**config.mk**
```make
export PLATFORM = sky130hd
export DESIGN_NAME = fp_add_pipe
export DESIGN_NICKNAME = d
export VERILOG_FILES = /design/src/rtl/fp_pkg.sv /design/src/rtl/fp_norm_shift.sv /design/src/rtl/fp_add_pipe.sv
export SDC_FILE = /design/constraint.sdc
export NUM_CORES = 1
export LEC_CHECK = 0
export BUFFER_PORTS_ARGS = -buffer_cell sky130_fd_sc_hd__buf_4
export CAP_MARGIN = 20
export CORE_ASPECT_RATIO = 0.7
export CORE_MARGIN = 1
export CORE_UTILIZATION = 63
export CTS_CLUSTER_SIZE = 40
export DETAILED_ROUTE_END_ITERATION = 16
export HOLD_SLACK_MARGIN = 0.15
export PLACE_DENSITY_LB_ADDON = 0.15
export SLEW_MARGIN = 20
export SYNTH_ARGS = -nofsm -noshare
export SYNTH_HDL_FRONTEND = slang
export SYNTH_SLANG_ARGS = --single-unit
```
**constraint.sdc**
```tcl
create_clock -name clk -period 7.7 [get_ports clk]
set_input_delay 0.77 -clock clk [delete_from_list [all_inputs] [get_ports clk]]
set_output_delay 0.77 -clock clk [all_outputs]
set_load 0.01 [all_outputs]
```
**src/rtl/fp_pkg.sv**
```systemverilog
// Shared types and helpers for the pipelined floating-point adder.
package fp_pkg;

  typedef enum logic [1:0] {
    FP_ZERO = 2'd0,
    FP_NORM = 2'd1,
    FP_INF  = 2'd2,
    FP_NAN  = 2'd3
  } fp_class_e;

  function automatic int unsigned bias(input int unsigned exp_w);
    return (32'd1 << (exp_w - 32'd1)) - 32'd1;
  endfunction

  // Subnormals classify as zero: the adder flushes them on entry.
  function automatic fp_class_e classify(input logic exp_ones, input logic exp_zero,
                                         input logic frac_nz);
    if (exp_ones) return frac_nz ? FP_NAN : FP_INF;
    if (exp_zero) return FP_ZERO;
    return FP_NORM;
  endfunction

  function automatic logic [127:0] qnan_bits(input int unsigned exp_w, input int unsigned man_w);
    logic [127:0] one;
    one = 128'd1;
    return (((one << exp_w) - one) << man_w) | (one << (man_w - 32'd1));
  endfunction

  function automatic logic rne_up(input logic lsb, input logic g, input logic r, input logic s);
    return g & (r | s | lsb);
  endfunction

endpackage

```
**src/rtl/fp_norm_shift.sv**
```systemverilog
// Leading-zero count and normalising left shift for the final adder stage.
module fp_norm_shift #(
  parameter int unsigned WIDTH = 27,
  localparam int unsigned LZ_W = $clog2(WIDTH + 1)
) (
  input  logic [WIDTH-1:0] din,
  output logic [LZ_W-1:0]  lzc_c,
  output logic [WIDTH-1:0] dout_c
);

  // Highest set bit wins since the scan runs upward.
  always_comb begin
    lzc_c = LZ_W'(WIDTH);
    for (int i = 0; i < int'(WIDTH); i++) begin
      if (din[i]) lzc_c = LZ_W'(int'(WIDTH) - 1 - i);
    end
    dout_c = din << lzc_c;
  end

endmodule

```
**src/rtl/fp_add_pipe.sv**
```systemverilog
// Three-stage IEEE-754-style adder/subtractor (align, add, normalise/round)
// with valid/ready flow control and per-result exception flags.
module fp_add_pipe
  import fp_pkg::*;
#(
  parameter int unsigned EXP_W = 8,
  parameter int unsigned MAN_W = 23,
  localparam int unsigned W = EXP_W + MAN_W + 1
) (
  input  logic         clk,
  input  logic         rst_n,
  input  logic         in_valid,
  output logic         in_ready,
  input  logic [W-1:0] in_a,
  input  logic [W-1:0] in_b,
  input  logic         in_sub,
  output logic         out_valid,
  input  logic         out_ready,
  output logic [W-1:0] out_sum,
  output logic         out_ovf,
  output logic         out_unf,
  output logic         out_nan
);

  localparam int unsigned ML   = MAN_W + 4;
  localparam int unsigned EW   = EXP_W + 2;
  localparam int unsigned LZ_W = $clog2(ML + 1);
  localparam logic [EXP_W-1:0]     EXP_ONES = '1;
  localparam logic [W-1:0]         QNAN     = W'(qnan_bits(EXP_W, MAN_W));
  localparam logic signed [EW-1:0] EMAX     = $signed(EW'((1 << EXP_W) - 1));

  logic en;
  assign en       = !(out_valid && !out_ready);
  assign in_ready = en;

  // stage 1 combinational: classify, pick larger magnitude, align smaller
  logic            sa, sb, a_big;
  logic [EXP_W-1:0] ea, eb, diff;
  logic [MAN_W-1:0] fa, fb;
  logic [ML-1:0]   man_a, man_b, m_sml;
  logic [2*ML-1:0] ext;
  fp_class_e       ca, cb;
  fp_class_e       c1_cls;
  logic            c1_sign;
  logic [EXP_W-1:0] c1_exp;
  logic [ML-1:0]   c1_mb, c1_ms;

  always_comb begin
    sa      = in_a[W-1];
    sb      = in_b[W-1] ^ in_sub;
    ea      = in_a[W-2:MAN_W];
    eb      = in_b[W-2:MAN_W];
    fa      = (ea == '0) ? '0 : in_a[MAN_W-1:0];
    fb      = (eb == '0) ? '0 : in_b[MAN_W-1:0];
    ca      = classify(ea == EXP_ONES, ea == '0, in_a[MAN_W-1:0] != '0);
    cb      = classify(eb == EXP_ONES, eb == '0, in_b[MAN_W-1:0] != '0);
    man_a   = {ea != '0, fa, 3'b000};
    man_b   = {eb != '0, fb, 3'b000};
    a_big   = {ea, fa} >= {eb, fb};
    c1_exp  = a_big ? ea : eb;
    diff    = a_big ? (ea - eb) : (eb - ea);
    c1_mb   = a_big ? man_a : man_b;
    m_sml   = a_big ? man_b : man_a;
    ext     = {m_sml, {ML{1'b0}}} >> diff;
    if (32'(diff) >= ML) c1_ms = {{(ML-1){1'b0}}, |m_sml};
    else                 c1_ms = {ext[2*ML-1:ML+1], ext[ML] | (|ext[ML-1:0])};
    c1_cls  = FP_NORM;
    c1_sign = a_big ? sa : sb;
    if (ca == FP_NAN || cb == FP_NAN || (ca == FP_INF && cb == FP_INF && sa != sb)) begin
      c1_cls  = FP_NAN;
      c1_sign = 1'b0;
    end else if (ca == FP_INF) begin
      c1_cls  = FP_INF;
      c1_sign = sa;
    end else if (cb == FP_INF) begin
      c1_cls  = FP_INF;
      c1_sign = sb;
    end else if (ca == FP_ZERO && cb == FP_ZERO) begin
      c1_cls  = FP_ZERO;
      c1_sign = sa & sb;
    end
  end

  logic             s1_valid, s1_sign, s1_sub;
  fp_class_e        s1_cls;
  logic [EXP_W-1:0] s1_exp;
  logic [ML-1:0]    s1_mb, s1_ms;

  // stage 2 combinational: magnitude add or subtract
  logic [ML:0]            sum;
  logic [ML-1:0]          c2_man;
  logic signed [EW-1:0]   c2_exp;

  always_comb begin
    sum    = {1'b0, s1_mb} + {1'b0, s1_ms};
    c2_man = sum[ML-1:0];
    c2_exp = EW'(s1_exp);
    if (s1_sub) begin
      c2_man = s1_mb - s1_ms;
    end else if (sum[ML]) begin
      c2_man = {sum[ML:2], sum[1] | sum[0]};
      c2_exp = EW'(s1_exp) + EW'(1);
    end
  end

  logic                 s2_valid, s2_sign;
  fp_class_e            s2_cls;
  logic signed [EW-1:0] s2_exp;
  logic [ML-1:0]        s2_man;

  // stage 3 combinational: normalise, round, range check, specials
  logic [LZ_W-1:0]      lzc;
  logic [ML-1:0]        nman;
  logic                 up;
  logic [MAN_W+1:0]     rman;
  logic signed [EW-1:0] e3;
  logic [MAN_W-1:0]     frac;
  logic [W-1:0]         r_sum;
  logic                 r_ovf, r_unf, r_nan;

  fp_norm_shift #(.WIDTH(ML)) u_norm (
    .din    (s2_man),
    .lzc_c  (lzc),
    .dout_c (nman)
  );

  always_comb begin
    up    = rne_up(nman[3], nman[2], nman[1], nman[0]);
    rman  = {1'b0, nman[ML-1:3]} + (MAN_W+2)'(up);
    e3    = s2_exp - EW'(lzc) + EW'(rman[MAN_W+1]);
    frac  = rman[MAN_W+1] ? '0 : rman[MAN_W-1:0];
    r_sum = '0;
    r_ovf = 1'b0;
    r_unf = 1'b0;
    r_nan = 1'b0;
    case (s2_cls)
      FP_NAN: begin
        r_sum = QNAN;
        r_nan = 1'b1;
      end
      FP_INF:  r_sum = {s2_sign, EXP_ONES, MAN_W'(0)};
      FP_ZERO: r_sum = {s2_sign, (W-1)'(0)};
      default: begin
        // exact cancellation leaves no hidden bit and yields +0
        if (!(rman[MAN_W+1] || rman[MAN_W])) begin
          r_sum = '0;
        end else if (e3 >= EMAX) begin
          r_sum = {s2_sign, EXP_ONES, MAN_W'(0)};
          r_ovf = 1'b1;
        end else if (e3[EW-1] || e3 == '0) begin
          r_sum = {s2_sign, (W-1)'(0)};
          r_unf = 1'b1;
        end else begin
          r_sum = {s2_sign, e3[EXP_W-1:0], frac};
        end
      end
    endcase
  end

  // pipeline registers; everything holds while the output is stalled
  always_ff @(posedge clk or negedge rst_n) begin
    if (!rst_n) begin
      s1_valid  <= 1'b0;
      s1_cls    <= FP_ZERO;
      s1_sign   <= 1'b0;
      s1_sub    <= 1'b0;
      s1_exp    <= '0;
      s1_mb     <= '0;
      s1_ms     <= '0;
      s2_valid  <= 1'b0;
      s2_cls    <= FP_ZERO;
      s2_sign   <= 1'b0;
      s2_exp    <= '0;
      s2_man    <= '0;
      out_valid <= 1'b0;
      out_sum   <= '0;
      out_ovf   <= 1'b0;
      out_unf   <= 1'b0;
      out_nan   <= 1'b0;
    end else if (en) begin
      s1_valid  <= in_valid;
      s1_cls    <= c1_cls;
      s1_sign   <= c1_sign;
      s1_sub    <= sa ^ sb;
      s1_exp    <= c1_exp;
      s1_mb     <= c1_mb;
      s1_ms     <= c1_ms;
      s2_valid  <= s1_valid;
      s2_cls    <= s1_cls;
      s2_sign   <= s1_sign;
      s2_exp    <= c2_exp;
      s2_man    <= c2_man;
      out_valid <= s2_valid;
      out_sum   <= r_sum;
      out_ovf   <= s2_valid & r_ovf;
      out_unf   <= s2_valid & r_unf;
      out_nan   <= s2_valid & r_nan;
    end
  end

endmodule
```
==> run metrics <==
status=finished, final reports clean; first-pass GRT wire length=between 80000 and 90000 um; Int Pwr=3.10 mW; initial antenna violation count=1; Vias/cell=~7.0; critical path capture point type=flop; EDFF count, synth=0; largest net degree at the start of global routing=90; Pre-Repair DR Iteration Count=6; part of the power in registers=approximately a fifth; Mapped Cells=2081; Setup crit start=s2_man[10]$_DFFE_PN0N_; Syn-to-layout area delta=12.7%; top sig layer=met5; Die W=about 190 um; routed wl met3=just over 9000 um; Setup Skew=0.0122 ns; Post-synth top flop=dfrtp_1; post-layout min period=between 7 and 8 ns; max-capacitance violation count=0; Sw Ratio=51.9%; H-tree depth=4; DRT antenna net count=0; DRC=0; DRT met1 WL=24700 um; fin. max-slew vios=0; nets=around 2300; post-synth top area share=22.5%; drt total wl=56600 um; clock buffer depth=2; share of cells above drive strength 1=~15%; post-synthesis sequential area ratio=22.5%; fillers=1812; commonest non-fill, non-tap cells in the layout=246 x nand2_1, 196 x buf_4, 175 x nor2_1, 165 x o21ai_0, 164 x a21oi_1; GRT Resource Usage Total=~44%; crit path DAT=7.69 ns; register area=3500 um2; Syn Area/Cell=roughly 7.5 um2; clock share of power=12.9%; Inst Count DP=2455; critical path's slowest cell=or4_1; Fin Setup TNS=0 ns; P_leak=7.68 nW; Yosys top cell by area=dfrtp_1; clock latency on the worst-skew pair=0.45 ns; metal2 WL=21700 um; via count=17400; maximum vdd drop=0.309 mV; Crit path top cell by count=a21oi_1; Clock Sinks=140; CTS tree=yes; Max Fclk=136 MHz; I/O pins=roughly 110; pwr dens=367 nW/um2; Post-Syn Area=15600 um2; Unique masters post-synth=98; Crit path required time=8.03 ns; Final Instance Count excl. Fillers=2490; CP Launch Type=flop; min-delay worst type=in -> async; crit share post-route=95.6%; Final Instance Area=around 18000 um2; worst rel slew slack=36.3%; Worst R2R Start=s2_man[10]$_DFFE_PN0N_; root buf cell=clkbuf_16; top area cells in the synthesized netlist=dfrtp_1 22%, ha_1 8.3%, nand2_1 5.9%; multi-input logic area=about 11000 um2; Synthesized Nets=2257; I/O Buffers=105; DR iter-0 viols=2629; final hold vios=0; global route overflow=0; Max Fanout on Critical Path=20; most common cell after layout, fill and taps aside=nand2_1; Comb pwr share=67.7%; clk slew on worst S/H paths=0.07 ns; Finish-stage setup viols=0; GP Congestion=around 1.0; net load switching power=~3.3 mW; total CTS buffers=17; Largest stage delay, worst path=0.60 ns; asr flop ratio synth=100%; die area=25400 um2; site row count=47; Detailed Place HPWL=approximately 44000 um; Yosys warning count=0; kind of critical path=reg -> reg; number of diodes=0; placed cell areas=16900 um2; Die Ht=134 um; number of global-route vias before repair=15700; Tightest Pin Transition=0.949 ns; Starting Density=65.1%; Core ar.=23900 um2; Synth Register Bits=140; WL/cell=22.7 um; RSZ-0062 raised after global routing=no
-- routing by layer --
layer | vias up | GRT usage (%)
li1 | 7754 | -
met1 | 8224 | 68.1
met2 | 1338 | 57.5
met3 | 112 | 17.4
met4 | 2 | 8.20
met5 | - | 1.54
-- layout make-up --
class | count | area share, %
Timing Repair Buffer | 200 | 8.70
Sequential cell | 140 | 19.9
Tap cell | 318 | 2.27
Multi-Input combinational cell | 1689 | 63.4
Inverter | 112 | 2.42
Clock inverter | 14 | 0.855
Clock buffer | 17 | 2.42
-- worst paths after layout --
kind / endpoint / slack, ns / depth (start not counted)
setup / recovery: out_sum[22]$_DFFE_PN0N_ / 0.34 / 31
hold / removal: s1_mb[13]$_DFFE_PN0N_ / 0.31 / 1
setup reg to reg: out_sum[22]$_DFFE_PN0N_ / 0.34 / 31
hold reg to reg: s1_cls[1]$_DFFE_PN0N_ / 0.47 / 2
max in group asynchronous: out_ovf$_DFFE_PN0N_ / 5.95 / 2
min in group clk: s1_cls[1]$_DFFE_PN0N_ / 0.47 / 2
-- metrics by stage --
| step | total power, mW | hold slack, ns | util [%] | worst slack, ns |
|---|---|---|---|---|
| finish | 6.44 | 0.310 | 73.4 | 0.341 |
| global route | 6.76 | 0.352 | 73.4 | 0.0771 |
| CTS | 6.17 | 0.341 | 73.1 | 0.0235 |
| detailed placement | 5.29 | 0.456 | 70.7 | 0.0500 |
| global placement | 5.23 | 0.454 | 70.7 | 0.403 |
| floorplan | 3.91 | 0.439 | - | 1.18 |
-- sequential cells by signal, indices dropped and copies added, names as in the netlist --
| name | flops |
|---|---|
| s2_sign | 1 |
| s1_ms | 27 |
| s2_valid | 1 |
| s1_sign | 1 |
| out_sum | 32 |
| s2_man | 27 |
| s2_exp | 9 |
| s1_cls | 2 |
| out_nan | 1 |
| s1_exp | 8 |
| out_ovf | 1 |
| s1_valid | 1 |
| s1_mb | 24 |
| s2_cls | 2 |
| out_unf | 1 |
| s1_sub | 1 |
| out_valid | 1 |
-- power groups by stage --
| stage | combinational, mW | sequential, mW | clock (mW) |
|---|---|---|---|
| final | 4.36 | 1.25 | 0.830 |
| after global routing | 4.63 | 1.27 | 0.863 |
| after global placement | 4.01 | 1.22 | 0 |
| after detailed placement | 4.06 | 1.23 | 0 |
| after CTS | 4.12 | 1.23 | 0.830 |
| after floorplan | 2.78 | 1.13 | 0 |
-- logic make-up (layout without fill, tap and decap cells) --
| logic type | count (synthesis) | after routing | share of synthesized area [%] |
|---|---|---|---|
| xor+xnor | 72 | 72 | 4.05 |
| compound gates | 683 | 683 | 28.5 |
| simple gates | 724 | 724 | 22.1 |
| flops | 140 | 140 | 22.5 |
| mux | 103 | 103 | 7.35 |
| buf+inv | 252 | 343 | 6.72 |
| fa+ha+maj | 107 | 107 | 8.78 |
-- cell usage after synthesis (all sizes together), types with 11 or more instances --
cell type and instances:
o31ai 13, clkbuf 91, o22ai 28, xor2 28, a211o 11, inv 110
a21o 15, a21oi 166, nor3 54, nand4 17, o21bai 12, and2 32
ha 103, o311ai 12, a22o 27, o211ai 22, mux2i 65, a211oi 47
nand2b 19, buf 49, nor4 28, a2111oi 11, and3 11, nor2 177
nor2b 31, o21ai 174, nand2 246, a31oi 54, xnor2 44, mux2 32
nand3 61, dfrtp 140
-- timing repair --
action,CTS,global route
endpoints found under the hold margin,0,0
buffers inserted,0,3
resized for setup,0,7
hold buffers,0,0
setup endpoints to repair,0,23
-- worst max-delay path: cells and delay by family (launching register included) --
kind,cells,cell delay (ns)
buffers and inverters,5,0.51
multiplexers,1,0.22
AND/OR/NAND/NOR,7,2.23
flip-flops,1,0.44
adder cells (fa/ha/maj),3,0.91
AO/OA/AOI/OAI,14,2.83
XOR/XNOR,1,0.09
No activity file was read; power rests on OpenSTA's default activity.
